[src/rtl/mul_arbiter_pkg.sv]
// Shared types and defaults for the multiplier-sharing arbiter and its round-robin picker.
package mul_arb_pkg;

    localparam int NREQ_DEF     = 4;
    localparam int W_DEF        = 16;
    localparam int MAX_WAIT_DEF = 15;

    typedef enum logic [1:0] {
        IDLE  = 2'd0,
        START = 2'd1,
        WAIT  = 2'd2,
        RESP  = 2'd3
    } state_e;

    // Width needed to hold values 0..n-1; never narrower than one bit.
    function automatic int idx_width(input int n);
        return (n <= 2) ? 1 : $clog2(n);
    endfunction

endpackage

[src/rtl/mul_arbiter_if.sv]
// Requester handshake bus plus the port group toward the shared multiplier core.
interface mul_arbiter_if #(
    parameter int NREQ = 4,
    parameter int W    = 16
);
    logic [NREQ-1:0]   req_valid;
    logic [NREQ*W-1:0] req_a;
    logic [NREQ*W-1:0] req_b;
    logic [NREQ-1:0]   req_ready;
    logic [NREQ-1:0]   rsp_valid;
    logic [2*W-1:0]    rsp_data;
    logic              rsp_err;
    logic [NREQ-1:0]   rsp_ready;
    logic [W-1:0]      mul_a;
    logic [W-1:0]      mul_b;
    logic              mul_start;
    logic [2*W-1:0]    mul_out;
    logic              mul_done;

    modport master (
        output req_valid, req_a, req_b, rsp_ready, mul_out, mul_done,
        input  req_ready, rsp_valid, rsp_data, rsp_err, mul_a, mul_b, mul_start
    );

    modport slave (
        input  req_valid, req_a, req_b, rsp_ready, mul_out, mul_done,
        output req_ready, rsp_valid, rsp_data, rsp_err, mul_a, mul_b, mul_start
    );
endinterface

[src/rtl/mul_arbiter_rr_pick.sv]
// Combinational round-robin picker: lowest requesting index at or above ptr, wrapping.
module rr_pick
    import mul_arb_pkg::*;
#(
    parameter int NREQ = NREQ_DEF
) (
    input  logic [NREQ-1:0]                req,
    input  logic [idx_width(NREQ)-1:0]     ptr,
    output logic [idx_width(NREQ)-1:0]     sel,
    output logic                           any
);
    localparam int IDW = idx_width(NREQ);

    logic [IDW-1:0] idx;

    // Scan from the farthest offset back toward ptr so the nearest requester wins.
    always_comb begin
        sel = '0;
        idx = '0;
        any = |req;
        for (int k = NREQ - 1; k >= 0; k--) begin
            idx = IDW'((int'(ptr) + k) % NREQ);
            if (req[idx]) sel = idx;
        end
    end
endmodule

[src/rtl/mul_arbiter.sv]
// Shares one multi-cycle multiplier core among NREQ requesters with round-robin grants
// and a watchdog that answers with an error when the core never reports done.
module mul_arbiter
    import mul_arb_pkg::*;
#(
    parameter int NREQ     = NREQ_DEF,
    parameter int W        = W_DEF,
    parameter int MAX_WAIT = MAX_WAIT_DEF
) (
    input  logic        clk,
    input  logic        reset,
    mul_arbiter_if.slave bus
);
    localparam int IDW = idx_width(NREQ);
    localparam int CW  = idx_width(MAX_WAIT + 1);

    localparam logic [1:0] S_IDLE  = IDLE;
    localparam logic [1:0] S_START = START;
    localparam logic [1:0] S_WAIT  = WAIT;
    localparam logic [1:0] S_RESP  = RESP;

    logic [1:0]     state;
    logic [IDW-1:0] ptr;
    logic [IDW-1:0] id;
    logic [IDW-1:0] sel;
    logic           any;
    logic [CW-1:0]  cnt;
    logic [W-1:0]   mul_a_q;
    logic [W-1:0]   mul_b_q;
    logic [2*W-1:0] rsp_data_q;
    logic           rsp_err_q;

    rr_pick #(.NREQ(NREQ)) u_pick (
        .req (bus.req_valid),
        .ptr (ptr),
        .sel (sel),
        .any (any)
    );

    // Handshake strobes are suppressed while reset is high so no transfer completes in that cycle.
    always_comb begin
        bus.req_ready = '0;
        bus.rsp_valid = '0;
        if (!reset && state == S_IDLE && any) bus.req_ready[sel] = 1'b1;
        if (!reset && state == S_RESP)        bus.rsp_valid[id]  = 1'b1;
    end

    assign bus.mul_start = (state == S_START);
    assign bus.mul_a     = mul_a_q;
    assign bus.mul_b     = mul_b_q;
    assign bus.rsp_data  = rsp_data_q;
    assign bus.rsp_err   = rsp_err_q;

    // Done on the same cycle the counter hits the limit takes priority over the timeout.
    always_ff @(posedge clk) begin
        if (reset) begin
            state      <= S_IDLE;
            ptr        <= '0;
            id         <= '0;
            cnt        <= '0;
            mul_a_q    <= '0;
            mul_b_q    <= '0;
            rsp_data_q <= '0;
            rsp_err_q  <= 1'b0;
        end else begin
            case (state)
                S_IDLE: begin
                    if (any) begin
                        mul_a_q <= bus.req_a[sel*W +: W];
                        mul_b_q <= bus.req_b[sel*W +: W];
                        id      <= sel;
                        state   <= S_START;
                    end
                end
                S_START: begin
                    cnt   <= '0;
                    state <= S_WAIT;
                end
                S_WAIT: begin
                    if (bus.mul_done) begin
                        rsp_data_q <= bus.mul_out;
                        rsp_err_q  <= 1'b0;
                        state      <= S_RESP;
                    end else if (cnt == CW'(MAX_WAIT)) begin
                        rsp_data_q <= '0;
                        rsp_err_q  <= 1'b1;
                        state      <= S_RESP;
                    end else begin
                        cnt <= cnt + 1'b1;
                    end
                end
                S_RESP: begin
                    if (bus.rsp_ready[id]) begin
                        ptr   <= (id == IDW'(NREQ - 1)) ? '0 : id + 1'b1;
                        state <= S_IDLE;
                    end
                end
                default: state <= S_IDLE;
            endcase
        end
    end
endmodule

[src/flat_wrapper.sv]
// flat-port wrapper written by rule: the top's interface ports become plain ports
module mul_arbiter_flat import mul_arb_pkg::*;
#(
    parameter int NREQ     = NREQ_DEF,
    parameter int W        = W_DEF,
    parameter int MAX_WAIT = MAX_WAIT_DEF
)
  (clk, reset, bus_req_valid, bus_req_a, bus_req_b, bus_rsp_ready, bus_mul_out, bus_mul_done, bus_req_ready, bus_rsp_valid, bus_rsp_data, bus_rsp_err, bus_mul_a, bus_mul_b, bus_mul_start);
  mul_arbiter_if #(.NREQ(NREQ), .W(W)) bus_i ();
  input  logic clk;
  input  logic reset;
  input wire logic [$bits(bus_i.req_valid)-1:0] bus_req_valid;
  input wire logic [$bits(bus_i.req_a)-1:0] bus_req_a;
  input wire logic [$bits(bus_i.req_b)-1:0] bus_req_b;
  input wire logic [$bits(bus_i.rsp_ready)-1:0] bus_rsp_ready;
  input wire logic [$bits(bus_i.mul_out)-1:0] bus_mul_out;
  input wire logic [$bits(bus_i.mul_done)-1:0] bus_mul_done;
  output wire logic [$bits(bus_i.req_ready)-1:0] bus_req_ready;
  output wire logic [$bits(bus_i.rsp_valid)-1:0] bus_rsp_valid;
  output wire logic [$bits(bus_i.rsp_data)-1:0] bus_rsp_data;
  output wire logic [$bits(bus_i.rsp_err)-1:0] bus_rsp_err;
  output wire logic [$bits(bus_i.mul_a)-1:0] bus_mul_a;
  output wire logic [$bits(bus_i.mul_b)-1:0] bus_mul_b;
  output wire logic [$bits(bus_i.mul_start)-1:0] bus_mul_start;
  assign bus_i.req_valid = bus_req_valid;
  assign bus_i.req_a = bus_req_a;
  assign bus_i.req_b = bus_req_b;
  assign bus_i.rsp_ready = bus_rsp_ready;
  assign bus_i.mul_out = bus_mul_out;
  assign bus_i.mul_done = bus_mul_done;
  assign bus_req_ready = bus_i.req_ready;
  assign bus_rsp_valid = bus_i.rsp_valid;
  assign bus_rsp_data = bus_i.rsp_data;
  assign bus_rsp_err = bus_i.rsp_err;
  assign bus_mul_a = bus_i.mul_a;
  assign bus_mul_b = bus_i.mul_b;
  assign bus_mul_start = bus_i.mul_start;
  mul_arbiter #(.NREQ(NREQ), .W(W), .MAX_WAIT(MAX_WAIT)) u_core (.clk(clk), .reset(reset), .bus(bus_i));
endmodule
[config.mk]
export PLATFORM = sky130hd
export DESIGN_NAME = mul_arbiter_flat
export DESIGN_NICKNAME = d
export VERILOG_FILES = /design/src/rtl/mul_arbiter_pkg.sv /design/src/rtl/mul_arbiter_if.sv /design/src/rtl/mul_arbiter_rr_pick.sv /design/src/rtl/mul_arbiter.sv /design/src/flat_wrapper.sv
export SDC_FILE = /design/constraint.sdc
export NUM_CORES = 1
export LEC_CHECK = 0
export CAP_MARGIN = 10
export CORE_MARGIN = 3
export CORE_UTILIZATION = 50
export CTS_CLUSTER_SIZE = 16
export DETAILED_ROUTE_END_ITERATION = 8
export DONT_BUFFER_PORTS = 1
export PLACE_DENSITY = 0.68
export SLEW_MARGIN = 25
export SYNTH_ARGS = -nofsm -noshare
export SYNTH_HDL_FRONTEND = slang
export SYNTH_SLANG_ARGS = --single-unit
export TNS_END_PERCENT = 10
[constraint.sdc]
create_clock -name clk -period 1.8 [get_ports clk]
set_input_delay 0.36 -clock clk [delete_from_list [all_inputs] [get_ports clk]]
set_output_delay 0.36 -clock clk [all_outputs]
set_load 0.02 [all_outputs]
==> results of run 1 <==
metrics by stage:
stage / total power [mW] / instance area [um^2] / setup WS [ns] / util [%] / cells
6_report: 5.74 / 4560 / -0.239 / 61.5 / 553
5_1_grt: 6.07 / 4560 / -0.311 / 61.5 / 553
4_1_cts: 5.75 / 4460 / -0.315 / 60.2 / 550
3_5_place_dp: 4.08 / 4110 / -0.137 / 55.4 / 529
3_3_place_gp: 4.04 / 4110 / -0.121 / 55.4 / 529
2_1_floorplan: 3.65 / 3930 / -0.180 / - / 444
sequential cells by signal, indices dropped and copies added (netlist names):
signal / cells
u_core.bus.rsp_err: 1
u_core.state: 2
u_core.cnt: 4
u_core.id: 2
u_core.bus.mul_a: 16
u_core.bus.rsp_data: 32
u_core.bus.mul_b: 16
u_core.ptr: 2
logic make-up after synthesis:
| logic type | after synthesis | share of synthesized area, % |
|---|---|---|
| DFF | 75 | 38.6 |
| xor gates and xnor gates | 2 | 0.450 |
| and+or+nand+nor | 146 | 18.4 |
| muxes | 40 | 10.6 |
| adders and majority gates | 9 | 2.89 |
| buffers and inverters | 41 | 5.31 |
| AOI/OAI and AO/OA | 131 | 23.7 |
path summary, 6_finish.rpt:
path / to / start / slack [ns]
max: bus_req_ready[1] / u_core.ptr[0] / -0.24
min: u_core.bus.rsp_data[0] / reset / 0.09
max reg2reg: u_core.bus.mul_b[12] / u_core.ptr[0] / -0.06
min reg2reg: u_core.ptr[0] / u_core.ptr[0] / 0.49
layer usage:
metal	track usage [%]	routed length, um	vias up
li1	-	-	1623
met1	25.1	4160	1505
met2	37.8	5250	155
met3	9.05	1070	13
met4	6.38	156	0
met5	0	0	-
cells in the final DEF (no fill, tap or decap), types with 4 or more instances in the layout:
cell and instances:
ha_1 7, o21ai_2 5, buf_12 7, nand3_1 5, o221ai_1 4, dfxtp_1 71
a21boi_0 19, buf_6 4, o21ai_1 23, buf_4 20, a22oi_1 32, a21boi_1 5
and3_1 23, nand3b_1 4, nor2b_1 4, nor2_1 39, clkbuf_8 9, o211ai_1 28
nand2_1 36, and3_4 5, a21boi_2 4, mux2i_1 39
where the power goes:
group | leakage (nW) | switching, mW | total [mW] | internal, mW
clock | 0.121 | 0.635 | 1.56 | 0.927
sequential | 0.614 | 0.607 | 2.60 | 1.99
combinational | 1.08 | 0.831 | 1.58 | 0.751
worst max-delay path, delay by kind of cell, from the launching register on:
kind	cells	cell delay (ns)
flip-flops	1	0.37
AND/OR/NAND/NOR	4	0.97
repair_timing:
action	CTS	global route
endpoints found under the hold margin	0	0
pin swaps	8	7
gates resized for setup	40	22
buffers inserted	5	3
endpoints found under the setup margin	25	40
area by class of cell:
cell class | instances | area [um^2]
Clock buffer | 10 | 128
Clock inverter | 6 | 113
Fill cell | 645 | 2850
Inverter | 4 | 15.0
Multi-Input combinational cell | 328 | 2330
Sequential cell | 75 | 1510
Tap cell | 99 | 124
Timing Repair Buffer | 31 | 335
==> summary.md, run 1 <==
| Metric | Value |
|---|---|
| Status | `finished, violations left` |
| Failing checks | `negative setup slack` |
| Crit path time final | `2.04 ns` |
| N_diodes | `0` |
| Post-route DRC | `0` |
| Post-DP HPWL | `7.78 mm` |
| Tcrit/Tclk final | `113%` |
| Worst vdd ir | `0.661 mV` |
| P_leak | `1.82 nW` |
| Starting Density | `52.5%` |
| Vias per cell | `5.96` |
| Vias in the first global route | `3133` |
| Slew headroom | `67.0%` |
| Worst-margin pin slew | `0.489 ns` |
| Endpoints failing setup | `27` |
| Pwr Density | `1260 nW/um^2` |
| Yosys reg bits | `75` |
| Share of cells above drive strength 1 | `20.0%` |
| Worst hold path cell count | `1` |
| Synth-to-Final Area Change | `17.1%` |
| Total core area | `7410 um^2` |
| First-pass GRT wire length | `15.4 mm` |
| Total track usage | `22.1%` |
| DRT antenna net count | `0` |
| Root Buffer | `clkbuf_8` |
| Die outline width | `94.2 um` |
| RSZ-0062 raised after global routing | `yes` |
| Final TNS setup | `-1.63 ns` |
| Endpoints failing hold | `0` |
| Sequential fraction of the synthesis area | `38.6%` |
| CP max-delay cell | `or4b_4` |
| Area contributors post-synth | `dfxtp_1 (39%), mux2i_1 (10%), a22oi_1 (6.2%)` |
| Die Ht | `94.2 um` |
| Crit. End Element | `primary output` |
| Post-DR wirelength/cell | `19.2 um` |
| Netlist cell types | `40` |
| Hold Slack | `0.0866 ns` |
| TritonCTS clock tree | `done` |
| Routed wire length | `10.6 mm` |
| Die area | `8870 um^2` |
| Site row count | `31` |
| Critical path peak fanout | `4` |
| Main synth FF type | `dfxtp_1` |
| Post-Syn Area per Cell | `8.76 um^2` |
| Port bufs | `0` |
| Final max-slew violation count | `0` |
| Top cells by count, synth | `dfxtp_1 (75), nor2_1 (42), mux2i_1 (39), nand2_1 (39), a22oi_1 (32)` |
| Nets | `629` |
| Area share of the largest cell type after synthesis | `38.6%` |
| Initial DRC count | `86` |
| EDFF count, synth | `0` |
| Max incr delay on CP | `0.48 ns` |
| Synthesized net count | `624` |
| CTS buffer count | `9` |
| Setup Skew | `0.0109 ns` |
| Final setup margin | `-0.239 ns` |
| Post-Syn Area | `3890 um^2` |
| Post-synth ARST share | `0%` |
| DR pass1 iterations | `4` |
| CTS Hold Bufs | `0` |
| Crit path cell chain | `nor2b_4 > or4b_4 > and2_4 > nor3_4` |
| Reg2Reg Depth | `8` |
| Crit start category | `flop` |
| Mapped Cells | `444` |
| Clk sinks | `75` |
| Remaining global-route overflow | `0` |
| Largest net degree at the start of global routing | `52` |
| HP Class | `in -> reg` |
| Max Buffers Root-to-Sink | `2` |
| Clk_lat worst skew | `0.34 ns` |
| CP required | `1.44 ns` |
| Clock slew at reported path FFs | `0.08 ns` |
| Maxcap violations | `0` |
| GP Congestion | `0.760` |
| Fmax | `490 MHz` |
| Top cell type by total area after synthesis | `dfxtp_1` |
| Initial antenna violation count | `0` |
| Most frequent cell after synthesis | `dfxtp_1` |
| Io pins | `245` |
| Yosys warns | `0` |
| CTS H-tree lvls | `3` |
| Critical path class | `reg -> out` |
| Routed via count | `3296` |
| CP Data Arrival Time | `1.68 ns` |
(Power assumes the default switching activity.)
==> run 2: changes to the inputs <==
REMOVE_ABC_BUFFERS = 1   (was default)
==> summary.md, run 2 (synthesized netlist as in run 1, its figures left out) <==
| Metric | Value |
|---|---|
| Status | `finished, violations left (unchanged)` |
| Failing checks | `negative setup slack (unchanged)` |
| Final setup margin | `-0.267 ns (was -0.239 ns)` |
| CP required | `1.44 ns (about the same)` |
| Vias in the first global route | `3222 (was 3133)` |
| GP Congestion | `0.800 (was 0.760)` |
| Nets | `631 (was 629)` |
| Largest net degree at the start of global routing | `57 (was 52)` |
| Clk_lat worst skew | `0.34 ns (about the same)` |
| Total power | `5.49 mW (was 5.74 mW)` |
| Crit path time final | `2.07 ns (was 2.04 ns)` |
| Setup Skew | `0.0150 ns (was 0.0109 ns)` |
| Share of cells above drive strength 1 | `20.2% (was 20.0%)` |
| Dpl cell area | `4110 um^2 (about the same)` |
| Synth-to-Final Area Change | `15.4% (was 17.1%)` |
| Most frequent cells in the layout | `dfxtp_1 (71), nor2_1 (40), mux2i_1 (37) (was dfxtp_1 (71), nor2_1 (39), mux2i_1 (39))` |
| Tcrit/Tclk final | `115% (was 113%)` |
| Clk sinks | `75 (unchanged)` |
| Post-DR wirelength/cell | `20.2 um (was 19.2 um)` |
| HP Class | `in -> reg (unchanged)` |
| N_diodes | `0 (unchanged)` |
| Max FFs per register | `32 (unchanged)` |
| Maxcap violations | `0 (unchanged)` |
| DRT antenna net count | `0 (unchanged)` |
| Routed via count | `3405 (was 3296)` |
| CTS H-tree lvls | `3 (unchanged)` |
| Leading cell type in the layout, fill and taps excluded | `dfxtp_1 (unchanged)` |
| Endpoints failing hold | `0 (unchanged)` |
| Clock slew at reported path FFs | `0.08 ns (about the same)` |
| P_leak | `1.77 nW (was 1.82 nW)` |
| Initial DRC count | `124 (was 86)` |
| Vias per cell | `6.14 (was 5.96)` |
| TritonCTS clock tree | `done (unchanged)` |
| Port bufs | `0 (unchanged)` |
| Total track usage | `23.1% (was 22.1%)` |
| Io pins | `245 (unchanged)` |
| Placed insts | `536 (was 529)` |
| Endpoints failing setup | `10 (was 27)` |
| Pwr Density | `1220 nW/um^2 (was 1260 nW/um^2)` |
| Critical path class | `reg -> out (unchanged)` |
| Slew headroom | `79.1% (was 67.0%)` |
| Die Ht | `94.2 um (unchanged)` |
| First-pass GRT wire length | `16.0 mm (was 15.4 mm)` |
| CTS buffer count | `9 (unchanged)` |
| Post-layout util | `60.6% (was 61.5%)` |
| Die outline width | `94.2 um (unchanged)` |
| CTS Hold Bufs | `0 (unchanged)` |
| Design Area, Final | `4490 um^2 (was 4560 um^2)` |
| Initial antenna violation count | `0 (unchanged)` |
| R2R Path Start | `u_core.ptr[0] (unchanged)` |
| Worst-margin pin slew | `0.313 ns (was 0.489 ns)` |
| Hold_sp | `reset (unchanged)` |
| Post-route DRC | `0 (unchanged)` |
| Non-Filler Instances | `555 (was 553)` |
| Remaining global-route overflow | `0 (unchanged)` |
| Die area | `8870 um^2 (unchanged)` |
| RSZ-0062 raised after global routing | `yes (unchanged)` |
| Fmax | `484 MHz (was 490 MHz)` |
| Site row count | `31 (unchanged)` |
| Worst vdd ir | `0.494 mV (was 0.661 mV)` |
| CP startpoint | `u_core.ptr[0] (unchanged)` |
| Root Buffer | `clkbuf_8 (unchanged)` |
| Post-DP HPWL | `8.46 mm (was 7.78 mm)` |
| DR pass1 iterations | `4 (unchanged)` |
| Crit start category | `flop (unchanged)` |
| Starting Density | `52.5% (unchanged)` |
| Pre-CTS setup slack | `-0.179 ns (was -0.137 ns)` |
| Total core area | `7410 um^2 (unchanged)` |
| Routed wire length | `11.2 mm (was 10.6 mm)` |
| Final max-slew violation count | `0 (unchanged)` |
| Critical path peak fanout | `3 (was 4)` |
| Crit. End Element | `primary output (unchanged)` |
| Max Buffers Root-to-Sink | `2 (unchanged)` |
| CP Data Arrival Time | `1.71 ns (was 1.68 ns)` |
run 2: cell count changes in the layout (fill, tap and decap cells not counted), sizes merged:
cell      previous run  this run
inv                  5         7
clkbuf              10         9
clkinv               2         1
clkinvlp             0         3
bufinv               3         0
buf                 31        33
run 2: timing repair:
action	CTS	global route
hold endpoints to repair	0	0
buffers inserted	2	1
pin swaps	2	4
setup endpoints to repair	34	43
gates resized for setup	33	30
run 2: area by class of cell:
type                       count  area (um^2)
timing repair buffer          33          343
sequential                    75         1510
multi-input combinational    328         2310
tap                           99          124
clock buffer                   9          124
clock inverter                 7         60.1
fill                         633         2920
inverter                       4         15.0
run 2: stage by stage:
| step | hold slack [ns] | TNS (ns) |
|---|---|---|
| after floorplan | 0.429 | -23.96 |
| after global placement | 0.437 | -1.94 |
| final | 0.0909 | -1.14 |
| after global routing | 0.0622 | -2.60 |
| after CTS | 0.0725 | -1.11 |
| after detailed placement | 0.441 | -2.87 |
run 2: path summary, 6_finish.rpt:
check	endpoint	slack, ns	cells past startpoint
setup / recovery	bus_req_ready[3]	-0.27	5
setup reg to reg	u_core.bus.mul_b[11]	-0.03	7
hold / removal	u_core.ptr[0]	0.09	1
hold reg to reg	u_core.cnt[1]	0.49	2
run 2: power by group:
part           internal (mW)  switching (mW)
sequential              1.99           0.602
combinational          0.822           0.880
clock                  0.521           0.667
run 2: metal layers:
metal  GRT usage (%)  vias to the layer above  share of wire (%)
li1                -                     1627                  -
met1            25.3                     1591                 37
met2            42.0                      166                 52
met3            6.25                       21                8.9
met4            8.78                        0                2.6
met5               0                        -                  0
run 2: critical path, cell delays in order, from the launching register on:
cell	delay [ns]
dfxtp_4	0.38
nor2b_4	0.04
or4b_4	0.48
and2_4	0.19
nor2_2	0.14
buf_6	0.14
